`src/rtl/wb_burst_master.sv`:
```
// Wishbone B4 incrementing-burst master: accepts tagged read/write commands,
// streams write beats from a valid/ready port and returns read beats with tags.
module wb_burst_master #(
  parameter int DW     = 32,
  parameter int AW     = 26,
  parameter int TW     = 8,
  parameter int TO_CYC = 1024
) (
  input  logic            sys_clk,
  input  logic            RESETN,
  input  logic            sdr_init_done,
  output logic            busy,
  input  logic            cmd_valid,
  output logic            cmd_ready,
  input  logic            cmd_we,
  input  logic [AW-1:0]   cmd_addr,
  input  logic [7:0]      cmd_len,
  input  logic [TW-1:0]   cmd_tag,
  input  logic            wr_valid,
  output logic            wr_ready,
  input  logic [DW-1:0]   wr_data,
  input  logic [DW/8-1:0] wr_sel,
  output logic            rd_valid,
  output logic [DW-1:0]   rd_data,
  output logic [TW-1:0]   rd_tag,
  output logic            rd_last,
  output logic            done_valid,
  output logic [TW-1:0]   done_tag,
  output logic            done_err,
  output logic            wb_cyc_o,
  output logic            wb_stb_o,
  output logic            wb_we_o,
  output logic [AW-1:0]   wb_addr_o,
  output logic [DW-1:0]   wb_dat_o,
  output logic [DW/8-1:0] wb_sel_o,
  output logic [2:0]      wb_cti_o,
  input  logic            wb_ack_i,
  input  logic [DW-1:0]   wb_dat_i
);

  localparam int SW  = DW / 8;
  localparam int WDW = $clog2(TO_CYC + 1);
  localparam logic [2:0] CTI_INC = 3'b010;
  localparam logic [2:0] CTI_END = 3'b111;

  typedef enum logic [1:0] {IDLE, WR, RD, DONE} state_t;

  state_t          state_q;
  logic            cyc_q, stb_q, we_q;
  logic [AW-1:0]   addr_q;
  logic [DW-1:0]   dat_q;
  logic [SW-1:0]   sel_q;
  logic [2:0]      cti_q;
  logic [7:0]      cnt_q;
  logic [TW-1:0]   tag_q;
  logic [WDW-1:0]  wdog_q;
  logic            done_valid_q, done_err_q;
  logic [TW-1:0]   done_tag_q;

  logic            ack_v, last_v, wdog_hit, cmd_acc, wr_acc;
  logic [7:0]      cnt_d;

  // Acks are only meaningful while a strobe is outstanding.
  assign ack_v    = stb_q & wb_ack_i;
  assign last_v   = ack_v & (cnt_q == 8'd1);
  assign wdog_hit = stb_q & ~wb_ack_i & (wdog_q == WDW'(TO_CYC - 1));
  assign cnt_d    = ack_v ? cnt_q - 8'd1 : cnt_q;

  assign cmd_ready = RESETN & sdr_init_done & (state_q == IDLE);
  assign wr_ready  = RESETN & (state_q == WR) & (~stb_q | wb_ack_i) & ~last_v;
  assign cmd_acc   = cmd_valid & cmd_ready;
  assign wr_acc    = wr_valid & wr_ready;

  assign rd_valid = (state_q == RD) & ack_v;
  assign rd_last  = rd_valid & (cnt_q == 8'd1);
  assign rd_data  = rd_valid ? wb_dat_i : '0;
  assign rd_tag   = tag_q;

  assign busy       = (state_q != IDLE);
  assign done_valid = done_valid_q;
  assign done_tag   = done_tag_q;
  assign done_err   = done_err_q;
  assign wb_cyc_o   = cyc_q;
  assign wb_stb_o   = stb_q;
  assign wb_we_o    = we_q;
  assign wb_addr_o  = addr_q;
  assign wb_dat_o   = dat_q;
  assign wb_sel_o   = sel_q;
  assign wb_cti_o   = cti_q;

  always_ff @(posedge sys_clk) begin
    if (!RESETN) begin
      state_q      <= IDLE;
      cyc_q        <= 1'b0;
      stb_q        <= 1'b0;
      we_q         <= 1'b0;
      addr_q       <= '0;
      dat_q        <= '0;
      sel_q        <= '0;
      cti_q        <= 3'b000;
      cnt_q        <= 8'd0;
      tag_q        <= '0;
      wdog_q       <= '0;
      done_valid_q <= 1'b0;
      done_err_q   <= 1'b0;
      done_tag_q   <= '0;
    end else begin
      done_valid_q <= 1'b0;
      done_err_q   <= 1'b0;
      done_tag_q   <= '0;
      case (state_q)
        IDLE: begin
          if (cmd_acc) begin
            addr_q <= cmd_addr;
            tag_q  <= cmd_tag;
            we_q   <= cmd_we;
            cnt_q  <= (cmd_len == 8'd0) ? 8'd1 : cmd_len;
            cti_q  <= (cmd_len <= 8'd1) ? CTI_END : CTI_INC;
            cyc_q  <= 1'b1;
            wdog_q <= '0;
            if (cmd_we) begin
              state_q <= WR;
              stb_q   <= 1'b0;
            end else begin
              state_q <= RD;
              stb_q   <= 1'b1;
              sel_q   <= '1;
            end
          end
        end
        WR, RD: begin
          if (ack_v) begin
            addr_q <= addr_q + AW'(SW);
            cnt_q  <= cnt_d;
            wdog_q <= '0;
          end else if (stb_q) begin
            wdog_q <= wdog_q + WDW'(1);
          end
          if (last_v || wdog_hit) begin
            // Final ack or watchdog expiry: close the cycle and report once.
            cyc_q        <= 1'b0;
            stb_q        <= 1'b0;
            we_q         <= 1'b0;
            cti_q        <= 3'b000;
            state_q      <= DONE;
            done_valid_q <= 1'b1;
            done_tag_q   <= tag_q;
            done_err_q   <= wdog_hit;
          end else if (state_q == WR) begin
            if (wr_acc) begin
              dat_q <= wr_data;
              sel_q <= wr_sel;
              stb_q <= 1'b1;
              cti_q <= (cnt_d == 8'd1) ? CTI_END : CTI_INC;
            end else if (ack_v) begin
              stb_q <= 1'b0;
            end
          end else if (ack_v) begin
            cti_q <= (cnt_d == 8'd1) ? CTI_END : CTI_INC;
          end
        end
        default: state_q <= IDLE;
      endcase
    end
  end

endmodule

```
`config.mk`:
```
export PLATFORM = sky130hd
export DESIGN_NAME = wb_burst_master
export DESIGN_NICKNAME = d
export VERILOG_FILES = /design/src/rtl/wb_burst_master.sv
export SDC_FILE = /design/constraint.sdc
export NUM_CORES = 1
export LEC_CHECK = 0
export BUFFER_PORTS_ARGS = -buffer_cell sky130_fd_sc_hd__buf_2
export CAP_MARGIN = 10
export CORE_MARGIN = 5
export CORE_UTILIZATION = 47
export DETAILED_ROUTE_END_ITERATION = 8
export PLACE_DENSITY = 0.8
export SYNTH_ARGS = -nofsm -noshare
export SYNTH_HDL_FRONTEND = slang
export SYNTH_SLANG_ARGS = --single-unit
```
`constraint.sdc`:
```
create_clock -name sys_clk -period 2.88 [get_ports sys_clk]
set_clock_uncertainty 0.15 [all_clocks]
set_input_delay 0.288 -clock sys_clk [delete_from_list [all_inputs] [get_ports sys_clk]]
set_output_delay 0.288 -clock sys_clk [all_outputs]
set_load 0.02 [all_outputs]
```
==> impl_metrics.csv, run 1 <==
group,metric,value,unit
cells_and_area,multiInputGateArea,2915,um2
synthesis,synth_mux_area_share,1.157,%
synthesis,synth-seq-cells,106,
synthesis,syn_nets,802,
timing,hold_viol,0,
pwr,p_per_area,790.6,nW/um2
timing,relSlewSlack,64.48,%
worst_setup_path,crit_chain,"inv_1 > ha_2 > buf_12 > a21oi_1 > a21oi_2 > buf_4 > o21ai_0 > a22oi_1 > nor2_1",
clock_network,postCtsResizedCells,0,
floorplanning,core_area,10940,um2
clock_network,cts-root-buf,"clkbuf_16",
cells_and_area,fin_nets,1018,
placed_design,globalplace.congestion,0.8764,
worst_setup_path,crit_slowest_cell,"ha_2",
routing,via_count,5718,
clock_network,cts.sinks,106,
floorplanning,start_util,48.46,%
synthesis,postSynth.asyncResetShare,0,%
synthesis,synth-compound-area-share,22.34,%
timing,final.setup.worst_slack,0.5001,ns
clock_network,clk_path_buf_depth,2,
pwr,leakage,0.003203,uW
synthesis,yosysWarningCount,0,
routing,ant_nets,0,
synthesis,synth_area,5299,um2
floorplanning,die-height,116.2,um
clock_network,postCtsHoldBufs,0,
timing,tns,0,ns
worst_setup_path,crit_arrival,2.46,ns
placed_design,dpl.hpwl,12.11,mm
timing,drv_slew,0,
worst_setup_path,end_kind,"flip-flop",
pwr,peakVddDrop,0.7440,mV
timing,post-route-min-period,2.380,ns
synthesis,synth_edf_count,0,
placed_design,port_buffers,239,
synthesis,avgSynthCellArea,7.827,um2
synthesis,seq_area_frac_synth,40.05,%
cells_and_area,fillers,993,
global_routing,overflow,0,
cells_and_area,drive_above_1_share,33.63,%
floorplanning,dieWidth,116.2,um
floorplanning,rows,38,
cells_and_area,regArea,2122,um2
routing,first_pass_iters,5,
timing,finalSetupViolations,0,
global_routing,first_global_vias,5030,
job,drv_cap,0,
hold_path,hold_class,"in -> reg",
placed_design,pre_cts_ws,0.5477,ns
routing,wl_per_cell,15.53,um
synthesis,synthCells,677,
routing,drt_first_iter_violations,489,
floorplanning,ioPinCount,240,
worst_setup_path,worstPathRequired,2.96,ns
global_routing,antenna_found_initial,0,
timing,fmax,420.2,MHz
clock_network,cts_setup_buffers,0,
timing,period_share,82.64,%
synthesis,synth_simple_gate_area_share,28.48,%
synthesis,synth_fa_ha_area_share,1.889,%
routing,drt-total-wl,16.12,mm
run_status,status,"completed",
global_routing,grt_pass1_wl,24.47,mm
cells_and_area,areaGrowthSynthToFinish,29.42,%
worst_setup_path,path_class,"reg -> reg",
synthesis,synth_cell_types,71,
clock_network,h-tree-depth,3,
synthesis,synth_ff_type,"dfxtp_1",
clock_network,clk_latency,0.35,ns
synthesis,synth_top_family_by_area,"simple AND/OR/NAND/NOR gates",
timing,rsz0062_at_grt,"no",
clock_network,cts_tree,"done",
worst_setup_path,path_max_fanout,74,
cells_and_area,n_antenna_cell,0,
clock_network,cts.clk_slew.worst_paths,0.08,ns
floorplanning,die_area,13500,um2
synthesis,synth_xor_area_share,0.9917,%
worst_setup_path,worst_setup_path_start_kind,"flip-flop",
global_routing,grt_usage,22.21,%
worst_setup_path,slowest_delay,0.38,ns
clock_network,cts-buffers-inserted,9,
global_routing,grt_max_degree,75,
routing,drc,0,
timing,worst_pin_slew,0.5316,ns
routing,via_per_inst,5.509,
-- state kept, by name, indices dropped and copies added (netlist names), 2 cells and up --
| name | flops |
|---|---|
| cnt_q | 8 |
| done_tag | 8 |
| rd_tag | 8 |
| state_q | 2 |
| wb_addr_o | 26 |
| wb_cti_o | 2 |
| wb_dat_o | 32 |
| wb_sel_o | 4 |
| wdog_q | 11 |
-- report_power, final --
part	internal [uW]	total, uW	switching [uW]
Clock	596	1160	559
Combinational	867	2400	1530
Sequential	1660	1870	206
-- per-stage QoR --
step                utilization [%]  cells  instance area [um2]  power, uW  hold WS [ns]
floorplan                         -    677                 5299       3620        0.2740
global placement              60.16   1022                 6579       4251        0.2889
detailed placement            60.16   1022                 6579       4268        0.2948
CTS                           62.71   1038                 6858       5431       0.01633
global route                  62.71   1038                 6858       5798       0.02431
finish                        62.71   1038                 6858       5421       0.02637
-- worst paths after layout --
kind                    start      endpoint  slack, ns  cells past startpoint
setup reg to reg   state_q[0]  wb_addr_o[6]       0.50                      9
hold / removal     cmd_tag[3]     rd_tag[3]       0.03                      3
hold reg to reg   wb_dat_o[2]   wb_dat_o[2]       0.30                      2
setup / recovery   state_q[0]  wb_addr_o[6]       0.50                      9
-- synthesized netlist by cell type (8+ instances only) --
library cell | instances | share of area [%]
a211oi_1 | 9 | 1.3
a21oi_1 | 84 | 7.9
and2_1 | 14 | 1.7
and3_1 | 41 | 4.8
buf_2 | 12 | 1.1
clkbuf_1 | 27 | 1.9
dfxtp_1 | 106 | 40
ha_1 | 8 | 1.9
inv_1 | 12 | 0.85
nand2_1 | 130 | 9.2
nand3_1 | 24 | 2.3
nand4_1 | 9 | 1.1
nor2_1 | 47 | 3.3
nor3_1 | 8 | 0.76
o21ai_0 | 24 | 2.3
o221a_2 | 8 | 1.7
-- area by class of cell --
class	count	share of cell area, %
Clock buffer	10	3.339
Clock inverter	6	0.7298
Inverter	14	0.7663
Multi-Input combinational cell	509	42.51
Sequential cell	106	30.94
Tap cell	140	2.554
Timing Repair Buffer	253	19.16
-- routing by layer --
layer / global-route usage [%] / routed length (um) / share of wire (%) / up-vias
met5: 0 / 0 / 0 / -
met4: 7.811 / 381 / 2.4 / 0
met3: 4.352 / 1123 / 7.0 / 33
met2: 34.98 / 7744 / 48 / 223
met1: 30.44 / 6865 / 43 / 2624
li1: - / - / - / 2838
-- critical path: cells and delay by family (launching register included) --
kind / cells / cell delay [ns]
DFF: 1 / 0.36
adders and majority gates: 1 / 0.38
AOI/OAI and AO/OA: 4 / 0.61
buffers and inverters: 3 / 0.70
and+or+nand+nor: 1 / 0.05
-- layout by cell type (no fill, tap or decap), types with 3 or more instances in the layout --
cell type	Yosys	final
buf_2	12	239
nand2_1	130	130
dfxtp_1	106	106
a21oi_1	84	83
nor2_1	47	47
and3_1	41	41
o21ai_0	24	24
nand3_1	24	24
and2_1	14	14
buf_4	6	13
inv_1	12	12
nand4_1	9	9
a211oi_1	9	9
clkbuf_16	0	9
o221a_2	8	8
nor3_1	8	8
o31ai_1	7	7
a22oi_1	7	7
a31oi_1	7	7
ha_1	8	7
xor2_1	6	6
o22ai_1	5	5
mux2i_1	5	5
and4_1	4	4
nor4_1	4	4
o21a_1	4	4
or3_1	3	3
a311o_1	3	3
-- kinds of logic after synthesis --
family	count (synthesis)
xor gates and xnor gates	6
adders and majority gates	8
AOI/OAI and AO/OA	183
and+or+nand+nor	306
DFF	106
buffers and inverters	62
muxes	6
Note: power is estimated with default switching activity, not from simulation.
==> run 2, diff against run 1 <==
- ABC_AREA: default -> 1
- CORE_UTILIZATION: 47 -> 48
- PLACE_DENSITY: 0.8 -> 0.81
- clock period: 2.88 -> 2.4 ns (I/O delays scaled with it)
==> run 2 against run 1 <==
Effect of this change:
- utilization up 1.8 points
- global-route usage up 2.0 points
- final area up 6.5%
- sequential power up 21%
==> impl_metrics.csv, run 2 <==
group,metric,value,unit
run_status,status,"completed",
worst_setup_path,slowest_delay,0.34,ns
routing,wl_per_cell,14.33,um
timing,post-route-min-period,2.319,ns
clock_network,cts.sinks,106,
floorplanning,dieWidth,116.8,um
floorplanning,die_area,13640,um2
synthesis,synth_area,5474,um2
timing,finalSetupViolations,0,
synthesis,synth.area.top_cells,"dfxtp_1 39%, nand2_1 12%, nor2_1 8.6%",
clock_network,cts-buffers-inserted,9,
floorplanning,rows,39,
global_routing,grt_max_degree,65,
worst_setup_path,path_class,"reg -> out",
pwr,p_per_area,923.9,nW/um2
worst_setup_path,crit_family,"simple AND/OR/NAND/NOR gates",
synthesis,avgSynthCellArea,6.595,um2
placed_design,pre_cts_ws,0.06977,ns
worst_setup_path,worst_setup_path_start_kind,"flip-flop",
synthesis,yosysWarningCount,0,
clock_network,clk_path_buf_depth,2,
global_routing,first_global_vias,5643,
pwr,leakage,0.003559,uW
timing,rsz0062_at_grt,"yes",
routing,drt_first_iter_violations,444,
routing,drc,0,
global_routing,overflow,0,
synthesis,syn_nets,955,
clock_network,h-tree-depth,3,
cells_and_area,final_common_cell,"buf_2",
hold_path,min_to,"wb_dat_o[18]",
routing,first_pass_iters,6,
global_routing,grt_usage,24.24,%
timing,final.setup.worst_slack,0.08132,ns
placed_design,globalplace.congestion,0.9073,
clock_network,cts.clk_slew.worst_paths,0.06,ns
cells_and_area,final_cell_mix,"239 x buf_2, 178 x nand2_1, 123 x nor2_1, 106 x dfxtp_1, 91 x inv_1",
worst_setup_path,path_max_fanout,9,
synthesis,seq_area_frac_synth,38.77,%
global_routing,grt_pass1_wl,26.55,mm
synthesis,synth_cell_types,40,
floorplanning,start_util,48.35,%
clock_network,clk_latency,0.35,ns
clock_network,cts-root-buf,"clkbuf_16",
routing,via_per_inst,5.140,
routing,drt-total-wl,17.54,mm
worst_setup_path,crit_arrival,1.93,ns
synthesis,synth_common_cells,"178 x nand2_1, 125 x nor2_1, 106 x dfxtp_1",
synthesis,synth_ff_type,"dfxtp_1",
synthesis,synth-seq-cells,106,
hold_path,whs_path_depth,3,
floorplanning,die-height,116.8,um
worst_setup_path,r2r_start,"state_q[0]",
job,drv_cap,0,
cells_and_area,drive_above_1_share,27.75,%
synthesis,yosysMostFrequentCell,"nand2_1",
global_routing,antenna_found_initial,1,
worst_setup_path,cp_num_cells,6,
synthesis,postSynth.asyncResetShare,0,%
timing,worst_pin_slew,0.7137,ns
timing,tns,0,ns
cells_and_area,areaGrowthSynthToFinish,33.37,%
worst_setup_path,r2r_end,"wb_addr_o[10]",
routing,ant_nets,0,
clock_network,cts_tree,"done",
synthesis,synth_top_area_share,38.77,%
cells_and_area,fin_nets,1202,
placed_design,dpl.hpwl,12.80,mm
timing,relSlewSlack,52.42,%
hold_path,min-delay-start,"wr_data[18]",
cells_and_area,fin_cells,1224,
worst_setup_path,r2r_cells,9,
floorplanning,ioPinCount,240,
hold_path,hold_class,"in -> reg",
placed_design,placed_cells,1187,
worst_setup_path,crit_slowest_cell,"dfxtp_1",
worst_setup_path,r2r_slack,0.14,ns
routing,via_count,6291,
worst_setup_path,end_kind,"output port",
timing,drv_slew,0,
worst_setup_path,worstPathRequired,2.01,ns
timing,hold_viol,0,
cells_and_area,n_antenna_cell,0,
timing,fmax,431.3,MHz
worst_setup_path,crit_chain,"inv_1 > ha_1 > inv_1 > nor3_1 > and2_2 > buf_2",
cells_and_area,largest_register_ffs,32,
worst_setup_path,critPathBufInv,3,
placed_design,port_buffers,239,
floorplanning,core_area,11320,um2
pwr,peakVddDrop,0.5927,mV
synthesis,synth_area_leader_cell,"dfxtp_1",
worst_setup_path,crit_path_frequent_cell,"inv_1",
synthesis,synthCells,830,
timing,period_share,96.61,%
synthesis,synth_edf_count,0,
-- run 2: kinds of logic after synthesis --
kind of cell / after synthesis / synth area share [%]
flops: 106 / 38.77
simple gates: 421 / 33.05
compound gates: 151 / 15.06
buf+inv: 138 / 10.33
fa+ha+maj: 8 / 1.829
xor+xnor: 6 / 0.9600
-- run 2: metrics by stage --
| stage | power, uW | hold WS [ns] | util (%) | instance area (um2) |
|---|---|---|---|---|
| after floorplan | 4384 | 0.2249 | - | 5474 |
| after global placement | 5178 | 0.2873 | 59.92 | 6784 |
| after detailed placement | 5219 | 0.2938 | 59.92 | 6784 |
| after CTS | 6734 | 0.00005329 | 64.37 | 7287 |
| after global routing | 7237 | 0.009921 | 64.49 | 7301 |
| final | 6745 | 0.006539 | 64.49 | 7301 |
-- run 2: power breakdown --
| part | switching, uW | internal (uW) |
|---|---|---|
| Clock | 627 | 833 |
| Combinational | 2010 | 1010 |
| Sequential | 253 | 2010 |
| Total | 2890 | 3850 |
-- run 2: worst reg2reg max path: cells and delay by family, from the launching register on --
kind	cells	cell delay [ns]
flops	1	0.39
buf+inv	3	0.40
simple gates	2	0.39
fa+ha+maj	1	0.49
compound gates	3	0.35
-- run 2: how the worst max path moves through the flow --
stage                    end        from
2_1_floorplan    rd_data[10]    wb_stb_o
3_3_place_gp    wb_addr_o[5]  state_q[0]
3_5_place_dp    wb_addr_o[5]  state_q[0]
4_1_cts         wb_addr_o[5]  state_q[0]
5_1_grt        wb_addr_o[10]  state_q[0]
6_report            wr_ready  state_q[1]
-- run 2: layer usage --
metal  track usage, %  vias up  wire (um)
met5                0        -          7
met3            4.370       36       1418
met4            10.24        2        497
li1                 -     3174          -
met2            42.59      258       8640
met1            29.06     2821       6975
-- run 2: layout make-up --
cell class / instances / area, um2
Clock buffer: 13 / 250.2
Clock inverter: 2 / 37.54
Fill cell: 1055 / 4020
Inverter: 96 / 366.6
Multi-Input combinational cell: 586 / 2798
Sequential cell: 106 / 2122
Tap cell: 143 / 178.9
Timing Repair Buffer: 277 / 1540
Timing Repair inverter: 1 / 7.507
-- run 2: timing repair --
item / in CTS / in global routing
cloned: 1 / 0
buffers inserted: 4 / 0
hold endpoints to repair: 17 / 0
hold buffers: 17 / 0
setup endpoints to repair: 33 / 39
gates resized for setup: 4 / 5
